### src/rtl/cmp_pkg.sv
// Shared definitions for the pipelined compare unit: condition codes,
// the per-slice compare bundle and the final condition selector.
package cmp_pkg;

  localparam logic [2:0] CMP_EQ  = 3'd0;
  localparam logic [2:0] CMP_NE  = 3'd1;
  localparam logic [2:0] CMP_LTU = 3'd2;
  localparam logic [2:0] CMP_LT  = 3'd3;
  localparam logic [2:0] CMP_GTU = 3'd4;
  localparam logic [2:0] CMP_GT  = 3'd5;
  localparam logic [2:0] CMP_GEU = 3'd6;
  localparam logic [2:0] CMP_GE  = 3'd7;

  // Result of comparing one operand slice.
  typedef struct packed {
    logic eq;   // slices equal
    logic ltu;  // a < b, unsigned
    logic lts;  // a < b, signed (only meaningful for the top slice)
  } slice_res_t;

  // Pick the flag for a condition code from the full-width relations.
  function automatic logic cmp_select(input logic [2:0] sel,
                                      input logic       eq,
                                      input logic       ltu,
                                      input logic       lt);
    logic gtu;
    logic gt;
    logic res;
    gtu = !ltu && !eq;
    gt  = !lt && !eq;
    case (sel)
      CMP_EQ:  res = eq;
      CMP_NE:  res = !eq;
      CMP_LTU: res = ltu;
      CMP_LT:  res = lt;
      CMP_GTU: res = gtu;
      CMP_GT:  res = gt;
      CMP_GEU: res = !ltu;
      CMP_GE:  res = !lt;
      default: res = 1'b0;
    endcase
    return res;
  endfunction

endpackage

### src/rtl/cmp_slice.sv
// Compares one slice of the operands: equality, unsigned and signed less-than.
module cmp_slice
  import cmp_pkg::*;
#(
  parameter int SW = 16
) (
  input  logic [SW-1:0] a_i,
  input  logic [SW-1:0] b_i,
  output slice_res_t    res_o
);

  // Plain magnitude compares on a half-width slice keep the chain short.
  always_comb begin
    res_o.eq  = (a_i == b_i);
    res_o.ltu = (a_i < b_i);
    res_o.lts = ($signed(a_i) < $signed(b_i));
  end

endmodule

### src/rtl/pipelined_compare_unit.sv
// Two-stage compare: slice compares into S1, combine and select into S2.
// Valid/ready on both sides, tag passthrough, flush kills in-flight work.
module pipelined_compare_unit
  import cmp_pkg::*;
#(
  parameter int WIDTH = 32,
  parameter int TAG_W = 5
) (
  input  logic             clk,
  input  logic             rst_n,
  input  logic             in_valid,
  output logic             in_ready,
  input  logic [WIDTH-1:0] a,
  input  logic [WIDTH-1:0] b,
  input  logic [2:0]       sel,
  input  logic [TAG_W-1:0] tag_in,
  input  logic             flush,
  output logic             out_valid,
  input  logic             out_ready,
  output logic             flag,
  output logic [TAG_W-1:0] tag_out
);

  localparam int H = WIDTH / 2;

  slice_res_t hi_res_s;
  slice_res_t lo_res_s;
  logic       unused_lo_lts_s;

  // Lower slice is always unsigned; its signed result is not needed.
  assign unused_lo_lts_s = lo_res_s.lts;

  cmp_slice #(.SW(WIDTH - H)) u_slice_hi (
    .a_i   (a[WIDTH-1:H]),
    .b_i   (b[WIDTH-1:H]),
    .res_o (hi_res_s)
  );

  cmp_slice #(.SW(H)) u_slice_lo (
    .a_i   (a[H-1:0]),
    .b_i   (b[H-1:0]),
    .res_o (lo_res_s)
  );

  // Stage registers
  logic             s1_valid_q, s1_valid_d;
  slice_res_t       s1_hi_q, s1_hi_d;
  logic             s1_eq_lo_q, s1_eq_lo_d;
  logic             s1_ltu_lo_q, s1_ltu_lo_d;
  logic [2:0]       s1_sel_q, s1_sel_d;
  logic [TAG_W-1:0] s1_tag_q, s1_tag_d;
  logic             s2_valid_q, s2_valid_d;
  logic             s2_flag_q, s2_flag_d;
  logic [TAG_W-1:0] s2_tag_q, s2_tag_d;

  logic s2_adv_s;
  logic s1_adv_s;
  logic eq_s, ltu_s, lt_s;

  assign s2_adv_s  = !s2_valid_q || out_ready;
  assign s1_adv_s  = !s1_valid_q || s2_adv_s;
  assign in_ready  = s1_adv_s && !flush;
  assign out_valid = s2_valid_q;
  assign flag      = s2_flag_q;
  assign tag_out   = s2_tag_q;

  // Merge the two slice results into full-width relations.
  always_comb begin
    eq_s  = s1_hi_q.eq & s1_eq_lo_q;
    ltu_s = s1_hi_q.ltu | (s1_hi_q.eq & s1_ltu_lo_q);
    lt_s  = s1_hi_q.lts | (s1_hi_q.eq & s1_ltu_lo_q);
  end

  // S1 next state: accept a request when advancing; flush empties it.
  always_comb begin
    s1_valid_d  = s1_valid_q;
    s1_hi_d     = s1_hi_q;
    s1_eq_lo_d  = s1_eq_lo_q;
    s1_ltu_lo_d = s1_ltu_lo_q;
    s1_sel_d    = s1_sel_q;
    s1_tag_d    = s1_tag_q;
    if (flush) begin
      s1_valid_d = 1'b0;
    end else if (s1_adv_s) begin
      s1_valid_d = in_valid;
    end else begin
      s1_valid_d = s1_valid_q;
    end
    if (s1_adv_s && in_valid) begin
      s1_hi_d     = hi_res_s;
      s1_eq_lo_d  = lo_res_s.eq;
      s1_ltu_lo_d = lo_res_s.ltu;
      s1_sel_d    = sel;
      s1_tag_d    = tag_in;
    end else begin
      s1_hi_d     = s1_hi_q;
      s1_eq_lo_d  = s1_eq_lo_q;
      s1_ltu_lo_d = s1_ltu_lo_q;
      s1_sel_d    = s1_sel_q;
      s1_tag_d    = s1_tag_q;
    end
  end

  // S2 next state: take the selected flag from S1 when the output frees up.
  always_comb begin
    s2_valid_d = s2_valid_q;
    s2_flag_d  = s2_flag_q;
    s2_tag_d   = s2_tag_q;
    if (flush) begin
      s2_valid_d = 1'b0;
    end else if (s2_adv_s) begin
      s2_valid_d = s1_valid_q;
    end else begin
      s2_valid_d = s2_valid_q;
    end
    if (s2_adv_s && s1_valid_q) begin
      s2_flag_d = cmp_select(s1_sel_q, eq_s, ltu_s, lt_s);
      s2_tag_d  = s1_tag_q;
    end else begin
      s2_flag_d = s2_flag_q;
      s2_tag_d  = s2_tag_q;
    end
  end

  // Pipeline state registers with asynchronous reset.
  always_ff @(posedge clk or negedge rst_n) begin
    if (!rst_n) begin
      s1_valid_q  <= 1'b0;
      s1_hi_q     <= '0;
      s1_eq_lo_q  <= 1'b0;
      s1_ltu_lo_q <= 1'b0;
      s1_sel_q    <= 3'd0;
      s1_tag_q    <= '0;
      s2_valid_q  <= 1'b0;
      s2_flag_q   <= 1'b0;
      s2_tag_q    <= '0;
    end else begin
      s1_valid_q  <= s1_valid_d;
      s1_hi_q     <= s1_hi_d;
      s1_eq_lo_q  <= s1_eq_lo_d;
      s1_ltu_lo_q <= s1_ltu_lo_d;
      s1_sel_q    <= s1_sel_d;
      s1_tag_q    <= s1_tag_d;
      s2_valid_q  <= s2_valid_d;
      s2_flag_q   <= s2_flag_d;
      s2_tag_q    <= s2_tag_d;
    end
  end

endmodule
### config.mk
export PLATFORM = sky130hd
export DESIGN_NAME = pipelined_compare_unit
export DESIGN_NICKNAME = d
export VERILOG_FILES = /design/src/rtl/cmp_pkg.sv /design/src/rtl/cmp_slice.sv /design/src/rtl/pipelined_compare_unit.sv
export SDC_FILE = /design/constraint.sdc
export NUM_CORES = 1
export LEC_CHECK = 0
export BUFFER_PORTS_ARGS = -buffer_cell sky130_fd_sc_hd__buf_4
export CORE_UTILIZATION = 36
export DETAILED_ROUTE_END_ITERATION = 7
export PLACE_DENSITY = 0.74
export REMOVE_ABC_BUFFERS = 1
export SLEW_MARGIN = 10
export SYNTH_ARGS = -nofsm -noshare
export SYNTH_HDL_FRONTEND = slang
export SYNTH_HIERARCHICAL = 1
export SYNTH_SLANG_ARGS = --single-unit
### constraint.sdc
create_clock -name clk -period 1.7 [get_ports clk]
set_input_delay 0.17 -clock clk [delete_from_list [all_inputs] [get_ports clk]]
set_output_delay 0.17 -clock clk [all_outputs]
set_load 0.005 [all_outputs]
Word-level counts from Yosys, hierarchy flattened. Cells that the tools add are included.

Input port bits: 77. Flip-flop bits (word level): 21.

Reductions and logical operators: 16. Muxes and demuxes: 5. Bitwise operators: 4. Magnitude comparators: 3. Eq/ne operators: 9.

Operators with widths (number): 16-bit less-than comparator (3); 16-bit equality test (2); 3-bit equality test (second input constant) (4); 1-bit one-hot mux with 8 select lines (1); 3-bit by 2-bit equality test with 1-bit output (second input constant) (2); 1-bit zero test (6); 1-bit logical AND (5); 1-bit two-way mux (4); 2-bit nonzero test (2); 3-bit by 1-bit equality test with 1-bit output (second input constant) (1); 3-bit zero test (1); 1-bit AND (2); 1-bit logical OR (2); 1-bit OR (2).

Depth between registers and ports, before layout. Gate-level depths: netlist of the first run.

Word-level depth: 5. Gate-level depth with buffers: 8. Mapped depth without buffers: 8.

Cells and area by module. Netlist of the first run, hierarchy kept.

Modules (own cells, without submodules): pipelined_compare_unit (cells an instance 64, instances 1, sequential area each 525.5 sq um, area an instance 863.3 sq um); cmp_slice (cells an instance 56, instances 2, sequential area each 0.0 sq um, area an instance 415.4 sq um).

Worst setup path after synthesis of the first run. Ideal clock, no wire load.

Path type: input to register. From: in b[25]. To: reg s1_hi_q[0] (netlist bit). Data arrival time: 1.645 ns. Path slack: -0.070 ns. Stages: 8. Setup time: 0.125 ns. Path through: inv_1 -> ha_1 -> a21o_1 -> nand3_2 -> a21oi_1 -> or4_1 -> mux2i_1 -> mux2_2.

RTL lines: start: declaration (line pipelined_compare_unit.sv:14) `input logic [WIDTH-1:0] b,`; end signal: assignment (line pipelined_compare_unit.sv:139) `s1_hi_q <= s1_hi_d;`; end: declaration (line pipelined_compare_unit.sv:47) `slice_res_t s1_hi_q, s1_hi_d;`.

==> results of run 1 <==
what timing repair did:
| item | in CTS | in global routing |
|---|---|---|
| hold endpoints to repair | 21 | 0 |
| hold buffers | 1 | 0 |
| endpoints found under the setup margin | 0 | 1 |
| resized for setup | 0 | 2 |
through the flow:
step | total power [mW] | worst slack, ns | hold WS [ns] | TNS [ns]
4_1_cts | 1.44 | 0.00982 | 0.0766 | 0
3_3_place_gp | 1.10 | -0.222 | 0.0658 | -0.324
6_report | 1.42 | 0.0472 | 0.0808 | 0
3_5_place_dp | 1.12 | -0.261 | 0.0681 | -0.411
5_1_grt | 1.53 | 0.00156 | 0.0813 | 0
2_1_floorplan | 0.850 | -0.0697 | -0.126 | -0.0697
power breakdown:
part | internal, mW | switching (mW) | total [mW]
registers | 0.568 | 0.0419 | 0.610
logic | 0.317 | 0.185 | 0.501
clock network | 0.166 | 0.142 | 0.309
total | 1.05 | 0.369 | 1.42
critical path, stage by stage:
cell and delay (ns):
buf_4 0.11, ha_1 0.30, a21o_1 0.18, nand3_2 0.07, a21oi_1 0.06, or4_4 0.52, mux2i_1 0.13, mux2_2 0.25
worst min path at each step:
stage                     startpoint          end  slack (ns)  cells past startpoint
after global placement         rst_n    out_valid        0.07                      1
after CTS                      flush    out_valid        0.08                      2
final                          flush    out_valid        0.08                      2
after floorplan                rst_n         flag       -0.13                      0
after detailed placement       rst_n  s1_tag_q[1]        0.07                      1
after global routing           flush    out_valid        0.08                      2
flip-flops by register name, summed over array words and instances (netlist names):
| register | count |
|---|---|
| s1_tag_q | 5 |
| tag_out | 5 |
| s1_hi_q | 3 |
| s1_sel_q | 3 |
| flag | 1 |
| out_valid | 1 |
| s1_eq_lo_q | 1 |
| s1_ltu_lo_q | 1 |
| s1_valid_q | 1 |
placed cells by master, fill, tap and decap left out, drive strengths merged:
cell and n:
nand3 4, nor3 2, nor2b 6, o211ai 2, dlygate4sd3 1, inv 32, nand4 8, or3 1
mux2i 2, a21oi 14, a211oi 2, a21o 6, ha 32, buf 90, nand2 5, clkbuf 4
a221o 1, nand2b 1, dfrtp 21, a32o 1, nor4 2, mux2 18, or4 2, a2111oi 2
nor2 8
per-layer routing:
metal / up-vias / track usage / routed length, um
li1: 805 / - / -
met1: 698 / 0.187 / 1540
met2: 53 / 0.284 / 1850
met3: 2 / 0.0159 / 233
met4: 0 / 0.0200 / 19
met5: - / 0 / 0
final cells by class:
class                           count  area share
Clock buffer                        4      0.0182
Inverter                           32      0.0484
Multi-Input combinational cell    119       0.419
Sequential cell                    21       0.212
Tap cell                           52      0.0262
Timing Repair Buffer               91       0.276
==> flow_summary.ini, run 1 <==
[run_status]
status = finished, final reports clean

[die]
rows = 24
start_util = 0.381
die_w_um = 70.3
io_pins = 85
coreArea_mm2 = 0.00441
die-area_mm2 = 0.00494
die-height_um = 70.3

[finish]
regArea_um2 = 526
finalNonFillerCells = 319
utilization = 0.562
fillers = 414
multi_input_area_mm2 = 0.00104
areaGrowthSynthToFinish_pct = 47.6
antenna_cells = 0
drive_above_1_share = 0.431
fin_area_mm2 = 0.00248
nNetsFinal = 377

[worst_setup_path]
cp-startpoint = a[25]
critPathArrivalTime_ns = 1.79
cp-endpoint = s1_hi_q[0]
crit_required_ns = 1.84
crit_type = input pin to register
path_max_fanout = 2
r2r-start = s1_hi_q[1]
r2r-end = flag
critPathLaunchType = input pin
rrSetupSlack_ns = 0.22
rr_worst_depth = 4
end_kind = register

[pwr]
p_per_area_mw_per_mm2 = 573
ir_drop_v = 0.000448
p_leak_nw = 1.36

[routing]
vias = 1558
wl_per_cell_um = 11.4
drt-total-wl_um = 3640
ant_nets = 0
drtPass1Iterations = 4
drc_errors = 0
vias_per_cell = 4.88
drt_iter0_markers = 20

[placement]
placed_cell_area_mm2 = 0.00241
dp_cells = 314
hpwl_um = 3150
gp_congestion = 0.779
port_buffers = 84

[logic_synthesis]
yosysWarnings = 6
syn_area_per_cell_um2 = 9.66
netlist_area_mm2 = 0.00168
synth_cells = 174

[clock_network]
postCtsSetupBuffers = 0
clock_sinks = 21
cts-buffers-inserted = 3
cts_tree = done
clk_path_buf_depth = 2
clk_latency_ns = 0.25
clkTransAtPathRegs_ns = 0.07
htreeDepth = 1
clockRootBuffer = clkbuf_8

[sta]
finalHoldViolations = 0
min_period_ns = 1.65
slew_violations = 0
max_freq_mhz = 605
finalClockSkew_ns = 0.00193
rsz0062_at_grt = false
maxSlewHeadroom = 0.742
period_share = 0.972
worst_slew_pin_slew_ns = 0.378
finalSetupViolCount = 0

[grt]
grt_pass1_vias = 1599
antenna_found_initial = 0
grt_max_degree = 22
grt_usage = 0.151
grt_pass1_wl_um = 6310
grt-ovfl-total = 0

[run]
drv_cap = 0

[min_path]
holdCritPathClass = input pin to register
No activity file was read; power rests on OpenSTA's default activity.
==> inputs of run 2 (changes only) <==
--- a/config.mk
+++ b/config.mk
@@ -8,6 +8,7 @@
 export BUFFER_PORTS_ARGS = -buffer_cell sky130_fd_sc_hd__buf_4
 export CORE_UTILIZATION = 36
 export DETAILED_ROUTE_END_ITERATION = 7
+export GPL_TIMING_DRIVEN = 0
 export PLACE_DENSITY = 0.74
 export REMOVE_ABC_BUFFERS = 1
 export SLEW_MARGIN = 10
==> run 2 against run 1 <==
  * Sequential share of layout area increased by 0.46 points
  * Global-route usage decreased by 0.44 points
  * Final area decreased by 2.1%
  * Non-clock buffer count decreased by 6
  * Clock-buffer cell count decreased by 1
  * Critical path depth decreased by 1
  * Clock skew increased by 0.0015 ns
  * Hold slack got worse by 0.0023 ns
  * Sequential power about the same
  * Cell count decreased by 1.9%
  * Via count decreased by 1.5%
  * Die area unchanged
  * Largest power group unchanged
  * Highest routed layer is now met3
==> flow_summary.ini, run 2 (synthesis results as in run 1) <==
[sta]
whs_ns = 0.0786
max_freq_mhz = 607
rsz0062_at_grt = true
worst_slew_pin_slew_ns = 0.314
finalClockSkew_ns = 0.00343
min_period_ns = 1.65
finalHoldViolations = 0
finalSetupViolCount = 0
maxSlewHeadroom = 0.785
final.setup.tns_ns = 0
slew_violations = 0
period_share = 0.969

[clock_network]
clock_sinks = 21
clockRootBuffer = clkbuf_8
cts_tree = done
clk_latency_ns = 0.26
cts-buffers-inserted = 3
htreeDepth = 1
clk_path_buf_depth = 2
clkTransAtPathRegs_ns = 0.07

[worst_setup_path]
path_max_fanout = 3
critPathArrivalTime_ns = 1.80
crit_top_cell = a21oi_1
rrSetupSlack_ns = 0.17
cpPeakStageDelay_ns = 0.53
cp_slowest_cell = or4_4
end_kind = register
crit_type = input pin to register
cp_cell_sequence = buf_4 > ha_1 > a21oi_1 > a21oi_1 > or4_4 > mux2i_1 > mux2_2
r2r-end = s1_eq_lo_q
path_buf_inv = 1
r2r-start = out_valid
cp-startpoint = a[27]
crit_required_ns = 1.85
critPathLaunchType = input pin
rr_worst_depth = 4
cp-endpoint = s1_hi_q[0]
crit_family = simple AND/OR/NAND/NOR gates
cp.depth = 7

[pwr]
p_total_mw = 1.41
ir_drop_v = 0.000642
p_leak_nw = 1.34
p_per_area_mw_per_mm2 = 582

[die]
die-area_mm2 = 0.00494
die-height_um = 70.3
die_w_um = 70.3
io_pins = 85
start_util = 0.381
rows = 24
coreArea_mm2 = 0.00441

[grt]
grt-ovfl-total = 0
grt_max_degree = 22
grt_pass1_wl_um = 6010
grt_pass1_vias = 1488
grt_usage = 0.146
antenna_found_initial = 0

[placement]
port_buffers = 84
dp_cells = 308
hpwl_um = 3010
gp_congestion = 0.786

[routing]
drt-total-wl_um = 3570
drc_errors = 0
vias_per_cell = 4.90
drt_iter0_markers = 43
vias = 1534
ant_nets = 0
drtPass1Iterations = 4
wl_per_cell_um = 11.4

[finish]
areaGrowthSynthToFinish_pct = 44.5
final_common_cell = buf_4
layout_common_cells = buf_4 (84), inv_1 (32), ha_1 (32), dfrtp_1 (21), mux2_2 (18)
drive_above_1_share = 0.421
nNetsFinal = 371
antenna_cells = 0
utilization = 0.550
finalNonFillerCells = 313

[min_path]
whs_path_depth = 2
holdCritPathClass = input pin to register

[run_status]
status = finished, final reports clean

[run]
drv_cap = 0
[run 2: cell types whose count changed in the layout (fill, tap and decap cells not counted), sizes merged]
cell / previous run / this run
clkinv: 0 / 1
buf: 90 / 84
clkbuf: 4 / 3
[run 2: area by class of cell]
| cell class | instances | area, um2 |
|---|---|---|
| clock inverter | 1 | 5.00 |
| timing repair buffer | 85 | 641 |
| inverter | 32 | 120 |
| clock buffer | 3 | 41.3 |
| fill | 444 | 1990 |
| tap | 52 | 65.1 |
| sequential | 21 | 526 |
| multi-input combinational | 119 | 1030 |
[run 2: power by group]
group          leakage [nW]  internal [mW]  switching (mW)
registers             0.253          0.568          0.0438
logic                  1.06          0.303           0.179
clock network        0.0255          0.163           0.155
total                  1.34           1.03           0.378
[run 2: how the worst min path moves through the flow]
stage | from | end | slack [ns]
floorplan | rst_n | flag | -0.13
global placement | rst_n | out_valid | 0.07
detailed placement | rst_n | out_valid | 0.07
CTS | flush | out_valid | 0.08
global route | flush | out_valid | 0.09
finish | flush | out_valid | 0.08
[run 2: metrics by stage]
step	setup WS [ns]	cell area [um2]
2_1_floorplan	-0.0697	1670
3_3_place_gp	-0.255	2360
3_5_place_dp	-0.269	2360
4_1_cts	0.00759	2420
5_1_grt	-0.0209	2430
6_report	0.0520	2430
[run 2: repair_timing]
item,CTS,global route
endpoints found under the hold margin,21,0
setup buffers,0,0
hold buffers,1,0
gates cloned,0,0
endpoints found under the setup margin,13,1
resized for setup,1,2
[run 2: per-layer routing]
layer / routed length [um] / track usage / vias up
met5: 0 / 0 / -
met4: 0 / 0.0133 / 0
met3: 260 / 0.0332 / 0
met2: 1780 / 0.266 / 55
met1: 1530 / 0.181 / 688
li1: - / - / 791
